$ cat src/rtl/instr_fetch_if.sv
// Instruction-memory request/acknowledge bus between the fetch sequencer and the ROM.
// The fetcher drives request and address; memory answers with ack and data.
interface instr_fetch_if #(
    parameter int PC_W = 10
) ();
    logic            imem_req;
    logic [PC_W-1:0] imem_addr;
    logic            imem_ack;
    logic [15:0]     imem_data;

    modport master (
        output imem_req,
        output imem_addr,
        input  imem_ack,
        input  imem_data
    );

    modport slave (
        input  imem_req,
        input  imem_addr,
        output imem_ack,
        output imem_data
    );
endinterface

$ cat src/rtl/instr_fetch.sv
// Instruction fetch sequencer: FETCH -> DECODE -> RESOLVE loop that owns the PC,
// presents each word to the decoder and resolves jump/branch/sequential next PC.
module instr_fetch #(
    parameter int              PC_W     = 10,
    parameter int              BR_W     = 6,
    parameter logic [PC_W-1:0] RESET_PC = '0
) (
    input  logic              clk,
    input  logic              reset,
    instr_fetch_if.master     imem,
    output logic [15:0]       instr,
    output logic              instr_valid,
    output logic [PC_W-1:0]   pc,
    input  logic              jmpEnable,
    input  logic              branchEnable,
    input  logic [PC_W-1:0]   jmpDir,
    input  logic [BR_W-1:0]   branchDir,
    input  logic              stall,
    output logic [15:0]       retired
);

    typedef enum logic [1:0] {
        S_FETCH   = 2'd0,
        S_DECODE  = 2'd1,
        S_RESOLVE = 2'd2
    } state_t;

    state_t          state;
    state_t          state_next;
    logic            fetch_req;
    logic            load_instr;
    logic            commit;
    logic [PC_W-1:0] branch_offset;
    logic [PC_W-1:0] pc_next;

    // Reset gates the request combinationally so the reset cycle never shows req high.
    assign imem.imem_req  = fetch_req & ~reset;
    assign imem.imem_addr = pc;

    // NOTE: every signal written here gets a default first, so no path can infer a latch.
    always_comb begin
        state_next = state;
        fetch_req  = 1'b0;
        load_instr = 1'b0;
        commit     = 1'b0;
        unique case (state)
            S_FETCH: begin
                fetch_req = 1'b1;
                if (imem.imem_ack) begin
                    load_instr = 1'b1;
                    state_next = S_DECODE;
                end
            end
            S_DECODE: begin
                state_next = S_RESOLVE;
            end
            S_RESOLVE: begin
                if (!stall) begin
                    commit     = 1'b1;
                    state_next = S_FETCH;
                end
            end
            default: begin
                state_next = S_FETCH;
            end
        endcase
    end

    // Branch offset is relative to the branch's own address; overflow wraps modulo 2^PC_W.
    assign branch_offset = PC_W'($signed(branchDir));

    always_comb begin
        if (jmpEnable) begin
            pc_next = jmpDir;
        end else if (branchEnable) begin
            pc_next = pc + branch_offset;
        end else begin
            pc_next = pc + PC_W'(1);
        end
    end

    // NOTE: sequential state uses non-blocking assignments so every register samples pre-edge values.
    always_ff @(posedge clk) begin
        if (reset) begin
            state <= S_FETCH;
        end else begin
            state <= state_next;
        end
    end

    always_ff @(posedge clk) begin
        if (reset) begin
            pc          <= RESET_PC;
            instr       <= 16'h0000;
            instr_valid <= 1'b0;
            retired     <= 16'h0000;
        end else begin
            instr_valid <= load_instr;
            if (load_instr) begin
                instr <= imem.imem_data;
            end
            if (commit) begin
                pc      <= pc_next;
                retired <= retired + 16'd1;
            end
        end
    end

    a_state_legal: assert property (@(posedge clk) disable iff (reset)
        state inside {S_FETCH, S_DECODE, S_RESOLVE});

    a_valid_pulse: assert property (@(posedge clk) disable iff (reset)
        instr_valid |-> state == S_DECODE);

endmodule

$ cat src/flat_wrapper.sv
// flat-port wrapper written by rule: the top's interface ports become plain ports
module instr_fetch_flat 
#(
    parameter int              PC_W     = 10,
    parameter int              BR_W     = 6,
    parameter logic [PC_W-1:0] RESET_PC = '0
)
  (clk, reset, instr, instr_valid, pc, jmpEnable, branchEnable, jmpDir, branchDir, stall, retired, imem_imem_req, imem_imem_addr, imem_imem_ack, imem_imem_data);
  instr_fetch_if #(.PC_W(PC_W)) imem_i ();
  input  logic clk;
  input  logic reset;
  output logic [15:0] instr;
  output logic instr_valid;
  output logic [PC_W-1:0] pc;
  input  logic jmpEnable;
  input  logic branchEnable;
  input  logic [PC_W-1:0] jmpDir;
  input  logic [BR_W-1:0] branchDir;
  input  logic stall;
  output logic [15:0] retired;
  output wire logic [$bits(imem_i.imem_req)-1:0] imem_imem_req;
  output wire logic [$bits(imem_i.imem_addr)-1:0] imem_imem_addr;
  input wire logic [$bits(imem_i.imem_ack)-1:0] imem_imem_ack;
  input wire logic [$bits(imem_i.imem_data)-1:0] imem_imem_data;
  assign imem_imem_req = imem_i.imem_req;
  assign imem_imem_addr = imem_i.imem_addr;
  assign imem_i.imem_ack = imem_imem_ack;
  assign imem_i.imem_data = imem_imem_data;
  instr_fetch #(.PC_W(PC_W), .BR_W(BR_W), .RESET_PC(RESET_PC)) u_core (.clk(clk), .reset(reset), .imem(imem_i), .instr(instr), .instr_valid(instr_valid), .pc(pc), .jmpEnable(jmpEnable), .branchEnable(branchEnable), .jmpDir(jmpDir), .branchDir(branchDir), .stall(stall), .retired(retired));
endmodule
$ cat config.mk
export PLATFORM = sky130hd
export DESIGN_NAME = instr_fetch_flat
export DESIGN_NICKNAME = d
export VERILOG_FILES = /design/src/rtl/instr_fetch_if.sv /design/src/rtl/instr_fetch.sv /design/src/flat_wrapper.sv
export SDC_FILE = /design/constraint.sdc
export NUM_CORES = 1
export LEC_CHECK = 0
export BUFFER_PORTS_ARGS = -buffer_cell sky130_fd_sc_hd__buf_4
export CORE_MARGIN = 4
export CORE_UTILIZATION = 52
export DETAILED_ROUTE_END_ITERATION = 10
export GPL_TIMING_DRIVEN = 1
export PLACE_DENSITY = 0.95
export SYNTH_ARGS = -nofsm -noshare
export SYNTH_HDL_FRONTEND = slang
export SYNTH_SLANG_ARGS = --single-unit
$ cat constraint.sdc
create_clock -name clk -period 3.9 [get_ports clk]
set_input_delay 0.78 -clock clk [delete_from_list [all_inputs] [get_ports clk]]
set_output_delay 0.78 -clock clk [all_outputs]
set_load 0.005 [all_outputs]
---- Yosys cells after proc, flatten, opt, wreduce, memory -nomap -nowiden ----
Index checks and enable logic that the tools add are counted.
cells by class
  add/sub/neg operators ................... 3
  multiply operators ...................... 0
  div/mod/pow operators ................... 0
  order comparisons ....................... 0
  equality and inequality tests ........... 4
  shift operators ......................... 0
  muxes and demuxes ....................... 10
  bitwise operators ....................... 2
  reduce and logical (&&, ||, !) cells .... 2
operators with widths
  kind                     count
  $mux W10                 2
  $add A16 B1 Y16 const B  1
  $add A10 B1 Y10 const B  1
  $add A10 B10 Y10         1
  $pmux W2 S3              1
  $mux W1                  5
  $mux W2                  2
  $ne A2 B2 Y1 const B     2
  $eq A2 B1 Y1 const B     1
  $eq A2 B2 Y1 const B     1
  $logic_not A2 Y1         1
  $reduce_and A2 Y1        1
  $and A1 B1 Y1            1
  $not A1 Y1               1
word-level totals
  flip-flop bits (word level) ............. 45
  bits in latches ......................... 0
  memory bits (writable) .................. 0
  ROM bits ................................ 0
  input bits .............................. 38
  output and inout port bits .............. 54
  word-level logic and storage cells ...... 26
  memories kept ........................... 0

---- Logic depth before layout (Yosys ltp) ----
  depth after elaboration ................. 3
  depth in mapped cells ................... 8
  depth with buffers taken out ............ 8

---- Worst setup path before layout ----
OpenSTA, ideal clock, no wires.
  kind .................................... input to register
  from .................................... input port branchDir[0]
  to ...................................... register u_core.pc[6], in the netlist u_core.imem.imem_addr[6]
  arrival ................................. 2,658 ps
  required time ........................... 3,826 ps
  path slack .............................. 1,168 ps
  stages on the path ...................... 8
  path buffers ............................ 0
  path through ............................ nand2b_1 -> ha_1 -> fa_1 -> a211oi_2 -> o21bai_2 -> mux2i_1 -> or4_1 -> a31oi_1
between the ends
  word-level cells in the longest chain between the ends .. 3
RTL lines
  what                    line                RTL
  start: declaration      flat_wrapper.sv:18  input logic [BR_W-1:0] branchDir;
  $add A10 B10 Y10        instr_fetch.sv:76   pc_next = pc + branch_offset;
  $mux W10                instr_fetch.sv:75   end else if (branchEnable) begin
  $mux W10                instr_fetch.sv:73   if (jmpEnable) begin
  end signal: assignment  instr_fetch.sv:103  pc <= pc_next;
  end: declaration        instr_fetch.sv:13   output logic [PC_W-1:0] pc,
No other way between the ends.
A chain may end at the register's enable or synchronous reset.

---- Final worst setup path ----
Ends and elaborated chain as after synthesis.

==> summary.txt <==
Place
  – Number of I/O port buffers: 91
  – Dpl hpwl: 4281 um
  – Pre-CTS WS: 0.9131 ns
  – Gpl congestion: 0.9136
  – Placed cell count: 393

Timing
  – Setup WS post-layout: 1.206 ns
  – Max Slew Vio Count: 0
  – Final number of setup-violating endpoints: 0
  – Rel. slew slack: 64.80%
  – Crit path time final: 2.694 ns
  – Period utilisation layout: 69.07%
  – Clock skew after layout: 0.003454 ns
  – Setup TNS: 0 ns
  – Final hold viol count: 0
  – Slew at the pin closest to its max-slew limit: 0.5281 ns
  – F_max: 0.3712 GHz
  – RSZ-0062 raised after global routing: no

Floorplanning
  – Die Area: 0.005548 mm^2
  – Initial core utilization: 55.46%
  – Ports: 92
  – Die span in x: 74.49 um
  – Core ar.: 0.004144 mm^2
  – FP Rows: 23
  – Die height: 74.49 um

Setup path
  – FF-to-FF Start: u_core.imem.imem_addr[0]
  – Worst Setup End Kind: flip-flop
  – Crit path max-delay cell type: or4_1
  – CP max stage delay: 0.47 ns
  – CP max FO: 3
  – Crit-path cells: buf_4 -> nand2b_1 -> ha_1 -> fa_1 -> a211oi_2 -> o21bai_2 -> mux2i_1 -> or4_1 -> a31oi_1
  – Bufs and invs on worst path: 1
  – Worst Setup SP: branchDir[0]
  – Critical Path AT: 2.91 ns
  – Startpoint types: input pin
  – CP delay by family, top: adder cells
  – CP required: 4.12 ns
  – WS Path Type: in2reg

Layout
  – Fill cells: 334
  – Layout cells sized above 1: 30.20%
  – Nets@finish: 395
  – Multi-input logic area: 0.001212 mm^2
  – Diode count: 0
  – Layout area overhead: 28.85%
  – Post-Layout Cell Count: 401
  – Register area: 900.9 um^2

Logic synthesis
  – EDFF count, synth: 0
  – Seq/Total Area, Yosys: 39.19%
  – Syn_nets: 320
  – Netlist Area Pre-Place: 0.002298 mm^2
  – Ys flop type: dfxtp_1
  – Synth async-reset ratio: 0%
  – Mean Syn Cell Area: 8.358 um^2
  – Synth Register Bits: 45
  – Distinct cells, synth: 40
  – Synth warn: 0
  – Cells after Synth: 275

CTS
  – Clk slew on worst S/H paths: 0.08 ns
  – # Post-CTS Setup Buffers: 0
  – Cts bufs inserted: 5
  – CTS resizes: 0
  – Hold buffer count at CTS: 0
  – H-tree depth: 2
  – Clk_lat worst skew: 0.29 ns
  – Root buffer cell: clkbuf_8
  – TritonCTS clock tree: done
  – Worst-case clock buffer depth: 2
  – Clock sinks: 45

Global routing
  – Vias in the first global route: 2148
  – Initial antenna violation count: 0
  – GRT overflow: 0
  – First-pass GRT wire length: 9211 um
  – Aggregate global-route resource usage: 21.07%
  – Largest net degree at the start of global routing: 45

Route
  – Vias per cell: 5.479
  – Final WL: 5691 um
  – Avg WL per Cell: 14.19 um
  – # DRC: 0
  – Final ANT Viol Nets: 0
  – Via count: 2197
  – Pre-antenna DRT Iters: 4
  – DRT iter0 DRCs: 139

Run
  – Maxcap violations: 0

Min path
  – HP Start: u_core.instr[13]
  – Class of the worst hold path: reg2reg

Power and ir drop
  – Max VDD drop: 0.0002914 V
  – LEAKAGE: 0.001278 uW
  – Power Density: 304.4 mW/mm^2

Outcome
  – Status: finished, final reports clean
==> path summary, 6_finish.rpt <==
| check | to | cells past startpoint | slack, ns |
|---|---|---|---|
| hold reg to reg | u_core.instr[13] | 2 | 0.46 |
| setup reg to reg | u_core.imem.imem_addr[6] | 7 | 1.57 |
| setup / recovery | u_core.imem.imem_addr[6] | 9 | 1.21 |
| hold / removal | u_core.instr[13] | 2 | 0.46 |
==> metrics by stage <==
step	util, %	total power [uW]	cell area (um^2)	hold WS [ns]
4_1_cts	71.47	909.4	2962	0.4627
5_1_grt	71.47	945.4	2962	0.4772
3_5_place_dp	69.44	632.5	2878	0.4509
6_report	71.47	901.5	2962	0.4618
2_1_floorplan	-	569.8	2298	0.4527
3_3_place_gp	69.44	628.8	2878	0.4424
==> kinds of logic (layout without fill, tap and decap cells) <==
group / count (synthesis) / in the layout / share of synthesized area, %
and+or+nand+nor: 121 / 121 / 25.53
AOI/OAI and AO/OA: 50 / 50 / 13.06
DFF: 45 / 45 / 39.19
buffers and inverters: 27 / 103 / 8.057
xor gates and xnor gates: 16 / 16 / 6.097
muxes: 9 / 9 / 3.920
adders and majority gates: 7 / 7 / 4.137
==> power by group <==
group,total [uW],internal [uW],switching (uW),leakage [uW]
logic,133,71.7,61.6,0.000874
registers,488,475,12.8,0.000366
clock network,280,127,153,0.0000385
total,902,674,228,0.00128
==> layer usage <==
metal  up-vias  wire, um  track usage, %
li1       1079         -               -
met1       998      2185           24.33
met2       104      2708           34.54
met3        16       627           7.838
met4         0       170           9.881
met5         -         0               0
==> state kept, by name, summed over array words and instances (netlist names) <==
name	cells
u_core.imem.imem_addr	10
u_core.instr	16
u_core.instr_valid	1
u_core.retired	16
u_core.state	2
==> final cells by class <==
type | count | area share [%]
flip-flops and latches | 45 | 30.42
clock inverters | 1 | 0.2535
multi-input cells | 203 | 40.94
repair buffers | 92 | 23.32
clock buffers | 7 | 2.577
well taps | 50 | 2.112
inverters | 3 | 0.3802
==> cell usage in the layout (no fill, tap or decap), types with 4 or more instances in the layout <==
cell / n
nand3_1: 6
buf_4: 92
nor2_1: 22
xnor2_1: 10
o21ai_0: 5
a31oi_1: 4
mux2i_1: 9
nand4_1: 5
nand2_1: 47
ha_1: 6
and3_1: 4
nor3_1: 8
dfxtp_1: 45
and2_1: 9
a211oi_1: 5
clkbuf_8: 5
a21oi_1: 28
xor2_1: 6
==> Yosys cell counts, drive strengths merged (6+ instances only) <==
cell type	instances	area, um^2
xnor2	10	87.58
buf	13	92.59
nor2	22	82.58
mux2i	9	90.09
clkbuf	11	81.33
nand2	48	182.7
a21oi	28	140.1
o21ai	6	33.78
nor3	8	40.04
dfxtp	45	900.9
xor2	6	52.55
nand3	6	30.03
and2	10	63.81
ha	6	75.07
a211oi	6	50.05
==> worst reg2reg max path: cells and delay by family, from the launching register on <==
| kind | cells | cell delay [ns] |
|---|---|---|
| multiplexers | 1 | 0.15 |
| AO/OA/AOI/OAI | 3 | 0.60 |
| AND/OR/NAND/NOR | 1 | 0.47 |
| flip-flops | 1 | 0.35 |
| adder cells (fa/ha/maj) | 2 | 0.69 |
Power figures use the tool's default switching activity.
